[src/rtl/multicycle_cobra_core.sv]
// Multi-cycle cobra core: FETCH / EXEC / WAIT_IN sequencer, 32-entry register file and ALU.
// Optional COBRA_HALT_EN adds a `halted` port; a jump-to-self then parks the core in HALT.
module multicycle_cobra_core #(
   parameter int XLEN = 32,
   parameter int PC_W = 8
) (
   input  logic            clk,
   input  logic            rst,
   output logic            imem_req,
   output logic [PC_W-1:0] imem_addr,
   input  logic            imem_ack,
   input  logic [31:0]     imem_rdata,
   input  logic            in_valid,
   output logic            in_ready,
   input  logic [XLEN-1:0] in_data,
   output logic [XLEN-1:0] out_data,
`ifdef COBRA_HALT_EN
   output logic            out_valid,
   output logic            halted
`else
   output logic            out_valid
`endif
);

   localparam int SH_W = $clog2(XLEN);
   localparam logic [PC_W-1:0] PC_ONE = PC_W'(1);

   typedef enum logic [1:0] {S_FETCH, S_EXEC, S_WAIT, S_HALT} state_t;

   state_t            state_reg, state_next;
   logic [PC_W-1:0]   pc_reg, pc_next;
   logic [31:0]       ir_reg;
   logic [XLEN-1:0]   rf_q [32];

   logic              ir_b, ir_c;
   logic [1:0]        ir_ws;
   logic [4:0]        ir_op, ir_ra1, ir_ra2, ir_wa;
   logic [7:0]        ir_off;
   logic [XLEN-1:0]   rd1, rd2, alu_res, imm_sx, rf_wdata;
   logic              alu_flag, branch_take, rf_we, out_load;
   logic [PC_W-1:0]   off_pc;

   assign ir_b   = ir_reg[31];
   assign ir_c   = ir_reg[30];
   assign ir_ws  = ir_reg[29:28];
   assign ir_op  = ir_reg[27:23];
   assign ir_ra1 = ir_reg[22:18];
   assign ir_ra2 = ir_reg[17:13];
   assign ir_off = ir_reg[12:5];
   assign ir_wa  = ir_reg[4:0];

   assign imm_sx    = XLEN'($signed(ir_reg[27:5]));
   assign off_pc    = PC_W'($signed(ir_off));
   assign imem_addr = pc_reg;

   // x0 is hardwired; only entries 1..31 hold state, so writes to WA=0 vanish.
   assign rf_q[0] = '0;
   genvar gi;
   generate
      for (gi = 1; gi < 32; gi++) begin : g_rf
         logic [XLEN-1:0] r_reg;
         always_ff @(posedge clk or posedge rst) begin
            if (rst)
               r_reg <= '0;
            else if (rf_we && ir_wa == 5'(gi))
               r_reg <= rf_wdata;
         end
         assign rf_q[gi] = r_reg;
      end
   endgenerate

   assign rd1 = rf_q[ir_ra1];
   assign rd2 = rf_q[ir_ra2];

   always_comb begin
      alu_res  = '0;
      alu_flag = 1'b0;
      case (ir_op)
         5'b00000: alu_res = rd1 + rd2;
         5'b01000: alu_res = rd1 - rd2;
         5'b00001: alu_res = rd1 << rd2[SH_W-1:0];
         5'b00010: alu_res = {{(XLEN-1){1'b0}}, $signed(rd1) < $signed(rd2)};
         5'b00011: alu_res = {{(XLEN-1){1'b0}}, rd1 < rd2};
         5'b00100: alu_res = rd1 ^ rd2;
         5'b00101: alu_res = rd1 >> rd2[SH_W-1:0];
         5'b01101: alu_res = $unsigned($signed(rd1) >>> rd2[SH_W-1:0]);
         5'b00110: alu_res = rd1 | rd2;
         5'b00111: alu_res = rd1 & rd2;
         5'b11000: alu_flag = (rd1 == rd2);
         5'b11001: alu_flag = (rd1 != rd2);
         5'b11100: alu_flag = ($signed(rd1) < $signed(rd2));
         5'b11101: alu_flag = ($signed(rd1) >= $signed(rd2));
         5'b11110: alu_flag = (rd1 < rd2);
         5'b11111: alu_flag = (rd1 >= rd2);
         default: ;
      endcase
   end

   assign branch_take = ir_b | (ir_c & alu_flag);

   always_ff @(posedge clk or posedge rst) begin
      if (rst)
         state_reg <= S_FETCH;
      else
         state_reg <= state_next;
   end

   always_comb begin
      state_next = state_reg;
      pc_next    = pc_reg;
      case (state_reg)
         S_FETCH: if (imem_ack) state_next = S_EXEC;
         S_EXEC: begin
            if (ir_ws == 2'b01 && !in_valid) begin
               state_next = S_WAIT;
            end else begin
               pc_next    = branch_take ? pc_reg + off_pc : pc_reg + PC_ONE;
               state_next = S_FETCH;
`ifdef COBRA_HALT_EN
               if (ir_b && ir_off == 8'd0) state_next = S_HALT;
`endif
            end
         end
         S_WAIT: begin
            if (in_valid) begin
               pc_next    = pc_reg + PC_ONE;
               state_next = S_FETCH;
            end
         end
`ifdef COBRA_HALT_EN
         S_HALT: state_next = S_HALT;
`endif
         default: state_next = S_FETCH;
      endcase
   end

   // Handshake outputs are forced low while reset is held, not just after it.
   always_comb begin
      imem_req = 1'b0;
      in_ready = 1'b0;
      rf_we    = 1'b0;
      rf_wdata = '0;
      out_load = 1'b0;
      case (state_reg)
         S_FETCH: imem_req = 1'b1;
         S_EXEC: begin
            in_ready = (ir_ws == 2'b01);
            if (!(ir_ws == 2'b01 && !in_valid)) begin
               case (ir_ws)
                  2'b01: begin rf_we = 1'b1; rf_wdata = in_data; end
                  2'b10: begin rf_we = 1'b1; rf_wdata = imm_sx;  end
                  2'b11: begin rf_we = 1'b1; rf_wdata = alu_res; out_load = 1'b1; end
                  default: ;
               endcase
            end
         end
         S_WAIT: begin
            in_ready = 1'b1;
            if (in_valid) begin
               rf_we    = 1'b1;
               rf_wdata = in_data;
            end
         end
         default: ;
      endcase
      if (rst) begin
         imem_req = 1'b0;
         in_ready = 1'b0;
      end
   end

`ifdef COBRA_HALT_EN
   assign halted = (state_reg == S_HALT);
`endif

   always_ff @(posedge clk or posedge rst) begin
      if (rst) begin
         pc_reg    <= '0;
         ir_reg    <= '0;
         out_data  <= '0;
         out_valid <= 1'b0;
      end else begin
         pc_reg    <= pc_next;
         out_valid <= out_load;
         if (state_reg == S_FETCH && imem_ack)
            ir_reg <= imem_rdata;
         if (out_load)
            out_data <= alu_res;
      end
   end

endmodule

[config.mk]
export PLATFORM = sky130hd
export DESIGN_NAME = multicycle_cobra_core
export DESIGN_NICKNAME = d
export VERILOG_FILES = /design/src/rtl/multicycle_cobra_core.sv
export SDC_FILE = /design/constraint.sdc
export NUM_CORES = 2
export LEC_CHECK = 0
export ABC_AREA = 1
export CORE_ASPECT_RATIO = 1.2
export CORE_UTILIZATION = 29
export CTS_CLUSTER_DIAMETER = 200
export DETAILED_ROUTE_END_ITERATION = 16
export PLACE_DENSITY = 0.39
export SLEW_MARGIN = 20
export SYNTH_ARGS = -nofsm -noshare
export SYNTH_HDL_FRONTEND = slang
export SYNTH_SLANG_ARGS = --single-unit
[constraint.sdc]
create_clock -name clk -period 82.1 [get_ports clk]
set_input_delay 24.63 -clock clk [delete_from_list [all_inputs] [get_ports clk]]
set_output_delay 24.63 -clock clk [all_outputs]
set_load 0.02 [all_outputs]
* Word level (Yosys, flattened, before mapping)
Index checks and enable logic that the tools add are counted.
** Storage, ports and cells
- Memories :: 0
- Input port bits :: 68
- ROM bits :: 0
- Bits in latches :: 0
- Word-level logic and storage cells :: 183
- RAM bits :: 0
- Output and inout port bits :: 43
- Register bits after elaboration :: 1067
** Cells by class
- $mul :: 0
- Magnitude comparators :: 6
- $add $sub $neg :: 4
- Bitwise operators :: 7
- Muxes and demuxes :: 31
- Div/mod/pow operators :: 0
- Equal/unequal tests :: 56
- Shifts and indexed selects :: 3
- Reduce and logical (&&, ||, !) cells :: 40
** Operators by type and width (count)
- binary-select mux 32 bit (select 5 bit) :: 2
- case mux 32 bit (10 select lines) :: 1
- 2-to-1 mux 32 bit :: 6
- == test 5 bit (second input constant) :: 22
- case mux 32 bit (3 select lines) :: 1
- >= comparator 32 bit :: 2
- < comparator 32 bit :: 2
- case mux 32 bit (2 select lines) :: 1
- == test 5 x 4 -> 1 bit (second input constant) :: 10
- == test 5 x 3 -> 1 bit (second input constant) :: 8
- logical AND 1 bit :: 33
- adder 32 bit :: 1
- AND 32 bit :: 1
- == test 32 bit :: 1
- != test 32 bit :: 1
- OR 32 bit :: 1
- left shift 32 x 5 -> 32 bit :: 1
- >> shifter 32 x 5 -> 32 bit :: 1
- >>> shifter 32 x 5 -> 32 bit :: 1
- subtractor 32 bit :: 1
- bitwise XOR 32 bit :: 1
- 2-to-1 mux 8 bit :: 3
- == test 5 x 2 -> 1 bit (second input constant) :: 4
- case mux 8 bit (2 select lines) :: 1
- other kinds (22) :: 41

* Longest topological paths before layout
- Depth in word-level cells :: 11
- Mapped depth :: 39
- Gate-level depth less buffers :: 34

* Least setup slack after synthesis
Ideal clock, no wire load.
- Kind :: input-to-output
- From :: input rst
- To :: output in_ready
- Path slack :: 9.344 ns
- Arrival time :: 48.126 ns
- Required time :: 57.470 ns
- Path buffers :: 0
- Cell stages on the path :: 3
- Cell sequence :: inv_1 -> nand2_1 -> a211oi_1
** On the way
- Word-level cells in the longest chain between the ends :: 1
** RTL lines
- start: declaration :: line 8 : input logic rst,
- 2-to-1 mux 1 bit :: line 166 : if (rst) begin
- end: declaration :: line 14 : output logic in_ready,
Every way passes these cells.

* Final worst setup path
Same ends and word-level chain as after synthesis.

==> out/summary.txt <==
PLACE
-------------------------------------------------------------------------------------------
Worst Setup Slack post-DPL ...................................................     30630 ps
Count of port buffers added during placement .................................          110
Placed instance area .........................................................    75930 µm²
Post-DP HPWL .................................................................     243.0 mm
RD Place Congestion ..........................................................       0.9643

SYNTH
-------------------------------------------------------------------------------------------
Fraction of registers with async set or reset after synthesis ................       100.0%
Seq/Total Area, Yosys ........................................................       36.77%
Number of storage elements in the synthesis netlist ..........................         1067
Yosys warnings ...............................................................            0
Netlist area before placement ................................................    72620 µm²
Number of instances in the synthesized netlist ...............................        11200
Count of flip-flops with a built-in enable after synthesis ...................            0
Post-synthesis net count .....................................................        11380
Synthesized area per cell ....................................................    6.481 µm²
Top FF cell, synth ........................................................... sky130_fd_sc_hd__dfrtp_1
Number of distinct library cells after synthesis .............................           50

GLOBAL ROUTING
-------------------------------------------------------------------------------------------
Most Used Layer, Global Route ................................................         met2
Overall fraction of global-route tracks in use ...............................       29.92%
Met1 usage in global routing .................................................       39.54%
Global routing met3 resource utilization .....................................       3.699%
Number of antenna violations at the first check in global routing ............            6
Met2 track utilization from global routing ...................................       48.83%
Vias in the first global route ...............................................        73740
Aggregate global routing overflow ............................................            0
Maximum number of pins on one net before global-route repair .................          208
Wire length of the first global-routing pass .................................     554.3 mm

POWER
-------------------------------------------------------------------------------------------
Overall Power ................................................................     3.876 mW
Power Density ................................................................ 48.14 nW/µm²
IR drop worst, VDD ...........................................................   0.04168 mV
Leakage component of the power ...............................................     39.45 nW

SETUP PATH
-------------------------------------------------------------------------------------------
Type of the worst setup path ................................................. primary input to primary output
Critical path required time ..................................................     57470 ps
Crit. End Element ............................................................ primary output
Worst-path maximum fanout ....................................................           93
Number of cells on the worst reg-to-reg path .................................           31
Arr. time, crit path .........................................................     26740 ps
Most repeated library cell on the critical path .............................. sky130_fd_sc_hd__clkdlybuf4s50_1
Slowest cell on the critical path ............................................ sky130_fd_sc_hd__clkdlybuf4s50_1
Category of the worst setup path launch point ................................ primary input
Setup slack on the worst flop-to-flop path ...................................     71940 ps
First element of the critical path ...........................................          rst
Largest incremental delay on the critical path ...............................       660 ps
Worst reg2reg startpoint .....................................................   ir_reg[18]
Worst path cell trace ........................................................ clkdlybuf4s50_1 -> inv_8 -> nand2_1 -> a211oi_1 -> clkdlybuf4s50_1
Reg2Reg Capture Point ........................................................ g_rf[9].r_reg[18]

CELLS AND AREA
-------------------------------------------------------------------------------------------
Share of cells above drive strength 1 ........................................       5.382%
Layout overhead on the synthesized area ......................................       10.88%
Flip-flop count of the largest register, all copies and words added ..........          992
Final non-filler cell area ...................................................    80520 µm²
Final net count ..............................................................        10960

WORST HOLD PATH
-------------------------------------------------------------------------------------------
Class of the tightest hold or removal check .................................. flop to flop
WHS Endpoint ................................................................. out_data[20]
Start point of the worst hold path ........................................... out_data[20]
Number of cells on the worst hold path .......................................            2

TIMING
-------------------------------------------------------------------------------------------
Setup repair after global routing missed its margin ..........................        false
Setup ws final ...............................................................     30730 ps
Final hold violation count ...................................................            0
Skew final ...................................................................     73.74 ps
Shortest clock period the worst path allows after layout .....................     51370 ps
Timing-limited maximum frequency .............................................    19.47 MHz
Share of the cycle needed by the critical path after routing .................       62.57%
Max Slew Vio Count ...........................................................            0
TNS Setup ....................................................................         0 ps
Worst slew margin relative to its limit ......................................       5.536%
Least-Margin Pin Slew ........................................................      1417 ps
Hold slack final .............................................................     476.8 ps
Number of endpoints failing setup at the final stage .........................            0

DIE
-------------------------------------------------------------------------------------------
Overall die area .............................................................   252400 µm²
I/O pin count ................................................................          111
Height of the chip ...........................................................     550.2 µm
Core area ....................................................................   248200 µm²
Die width ....................................................................     458.8 µm
Initial standard-cell utilization of the core ................................       29.25%
Count of standard-cell rows ..................................................          200

CLOCKING
-------------------------------------------------------------------------------------------
Post-CTS setup buffers .......................................................            0
Worst-Skew Late Latency ......................................................       870 ps
Hold_buf cts .................................................................            0
Buffer depth of the longest clock path .......................................            4
Clk pin slew, worst setup/hold paths .........................................        50 ps
Num Clock Sinks ..............................................................         1067
Clock root cell .............................................................. sky130_fd_sc_hd__clkbuf_16
Number of instances resized during post-cts repair ...........................            0
Number of H-tree levels ......................................................            4
Clock tree from TritonCTS ....................................................          yes
Clock buffer count from CTS ..................................................          147

DRT
-------------------------------------------------------------------------------------------
Detailed-route wire length per cell ..........................................     27.23 µm
Overall via count from detail_route ..........................................        77820
Number of design rule violations left after detail routing ...................            0
Iteration count of the initial detailed-routing pass .........................            9
Detailed Route WL ............................................................     386.7 mm
Antenna Nets Post-Route ......................................................            0
Vias per std cell ............................................................        5.478
Number of design-rule violations left by the first detailed-router iteration .         8852

FLOW RUN
-------------------------------------------------------------------------------------------
Max Cap Viol .................................................................            0

RUN STATUS
-------------------------------------------------------------------------------------------
Outcome ...................................................................... complete, no violations

-- synth_stat cells (7+ instances only) --
library cell | count | area share (%)
sky130_fd_sc_hd__nand3_1 | 2177 | 15
sky130_fd_sc_hd__inv_2 | 8 | 0.041
sky130_fd_sc_hd__a22o_1 | 7 | 0.084
sky130_fd_sc_hd__buf_4 | 92 | 0.95
sky130_fd_sc_hd__a31oi_1 | 10 | 0.086
sky130_fd_sc_hd__mux2_2 | 9 | 0.14
sky130_fd_sc_hd__ha_1 | 109 | 1.9
sky130_fd_sc_hd__nor2_1 | 476 | 2.5
sky130_fd_sc_hd__a221oi_1 | 9 | 0.11
sky130_fd_sc_hd__a21oi_1 | 587 | 4.0
sky130_fd_sc_hd__o21ai_0 | 731 | 5.0
sky130_fd_sc_hd__nor4_1 | 10 | 0.086
sky130_fd_sc_hd__nor3_1 | 21 | 0.14
sky130_fd_sc_hd__inv_1 | 835 | 4.3
sky130_fd_sc_hd__buf_6 | 26 | 0.40
sky130_fd_sc_hd__nand4_1 | 37 | 0.32
sky130_fd_sc_hd__xor2_1 | 16 | 0.19
sky130_fd_sc_hd__dfrtp_1 | 1067 | 37
sky130_fd_sc_hd__buf_2 | 201 | 1.4
sky130_fd_sc_hd__o211ai_1 | 216 | 2.2
sky130_fd_sc_hd__buf_1 | 102 | 0.53
sky130_fd_sc_hd__clkinv_1 | 8 | 0.041
sky130_fd_sc_hd__clkbuf_1 | 502 | 2.6
sky130_fd_sc_hd__nand2_1 | 3751 | 19
sky130_fd_sc_hd__a211oi_1 | 7 | 0.072
sky130_fd_sc_hd__o21ai_1 | 71 | 0.49
sky130_fd_sc_hd__or2_2 | 30 | 0.26
sky130_fd_sc_hd__nand2_2 | 18 | 0.16
sky130_fd_sc_hd__o22ai_1 | 24 | 0.21
-- worst max-delay path, delay by kind of cell --
kind                   cells  cell delay, ps
buffers and inverters      3            1740
AOI/OAI and AO/OA          1             260
and+or+nand+nor            1             110
-- metal layers --
layer	routed length, µm	vias to the layer above
met1	164900	38270
met3	25510	636
li1	-	35650
met5	13	-
met4	18830	2
met2	177500	3265
-- through the flow --
step / util [%] / instances
CTS: 32.42 / 14200
detailed placement: 30.59 / 13960
finish: 32.44 / 14210
global placement: 30.59 / 13960
floorplan: - / 11200
global route: 32.43 / 14200
-- power by group --
part | total [mW] | switching, mW | internal, mW
clock network | 0.641 | 0.269 | 0.372
registers | 0.687 | 0.0821 | 0.605
logic | 2.55 | 1.95 | 0.596
-- layout make-up --
type | instances | area (µm²)
sequential | 1067 | 26730
fill | 27120 | 167700
antenna | 2 | 5.005
clock buffer | 213 | 4279
clock inverter | 28 | 277.8
timing repair buffer | 349 | 3053
multi-input combinational | 8360 | 38730
tap | 3333 | 4170
inverter | 853 | 3264
-- cells by family after synthesis --
family / after synthesis / synth area share, %
adder cells (fa/ha/maj): 112 / 1.961
multiplexers: 9 / 0.1396
AND/OR/NAND/NOR: 6536 / 37.99
AO/OA/AOI/OAI: 1683 / 12.60
flip-flops: 1067 / 36.77
buffers and inverters: 1777 / 10.30
XOR/XNOR: 20 / 0.2412
-- cell usage in the layout, fill, tap and decap left out, types with 11 or more instances in the layout --
cell                              synthesis  routed
sky130_fd_sc_hd__clkbuf_16                0     149
sky130_fd_sc_hd__nand3_1               2177    2177
sky130_fd_sc_hd__o21ai_0                731     725
sky130_fd_sc_hd__nand4_1                 37      37
sky130_fd_sc_hd__nand2_1               3751    3743
sky130_fd_sc_hd__clkbuf_8                 0      31
sky130_fd_sc_hd__nor3_1                  21      14
sky130_fd_sc_hd__nor2_4                   3      27
sky130_fd_sc_hd__buf_4                   92     227
sky130_fd_sc_hd__clkbuf_1               502      33
sky130_fd_sc_hd__a21oi_1                587     586
sky130_fd_sc_hd__clkinv_2                 0      18
sky130_fd_sc_hd__or2_2                   30      30
sky130_fd_sc_hd__clkdlybuf4s50_1          0     110
sky130_fd_sc_hd__xor2_1                  16      16
sky130_fd_sc_hd__nand2_2                 18      25
sky130_fd_sc_hd__inv_1                  835     827
sky130_fd_sc_hd__nor2_1                 476     450
sky130_fd_sc_hd__o21ai_1                 71      75
sky130_fd_sc_hd__buf_12                   0      11
sky130_fd_sc_hd__o211ai_1               216     216
sky130_fd_sc_hd__ha_1                   109     108
sky130_fd_sc_hd__o22ai_1                 24      24
sky130_fd_sc_hd__dfrtp_1               1067    1057
-- worst max-delay path by stage --
stage               end  cells after the start
5_1_grt        in_ready                      5
2_1_floorplan  in_ready                      3
6_report       in_ready                      5
3_3_place_gp   in_ready                      5
4_1_cts        in_ready                      5
3_5_place_dp   in_ready                      5
(Power assumes the default switching activity.)
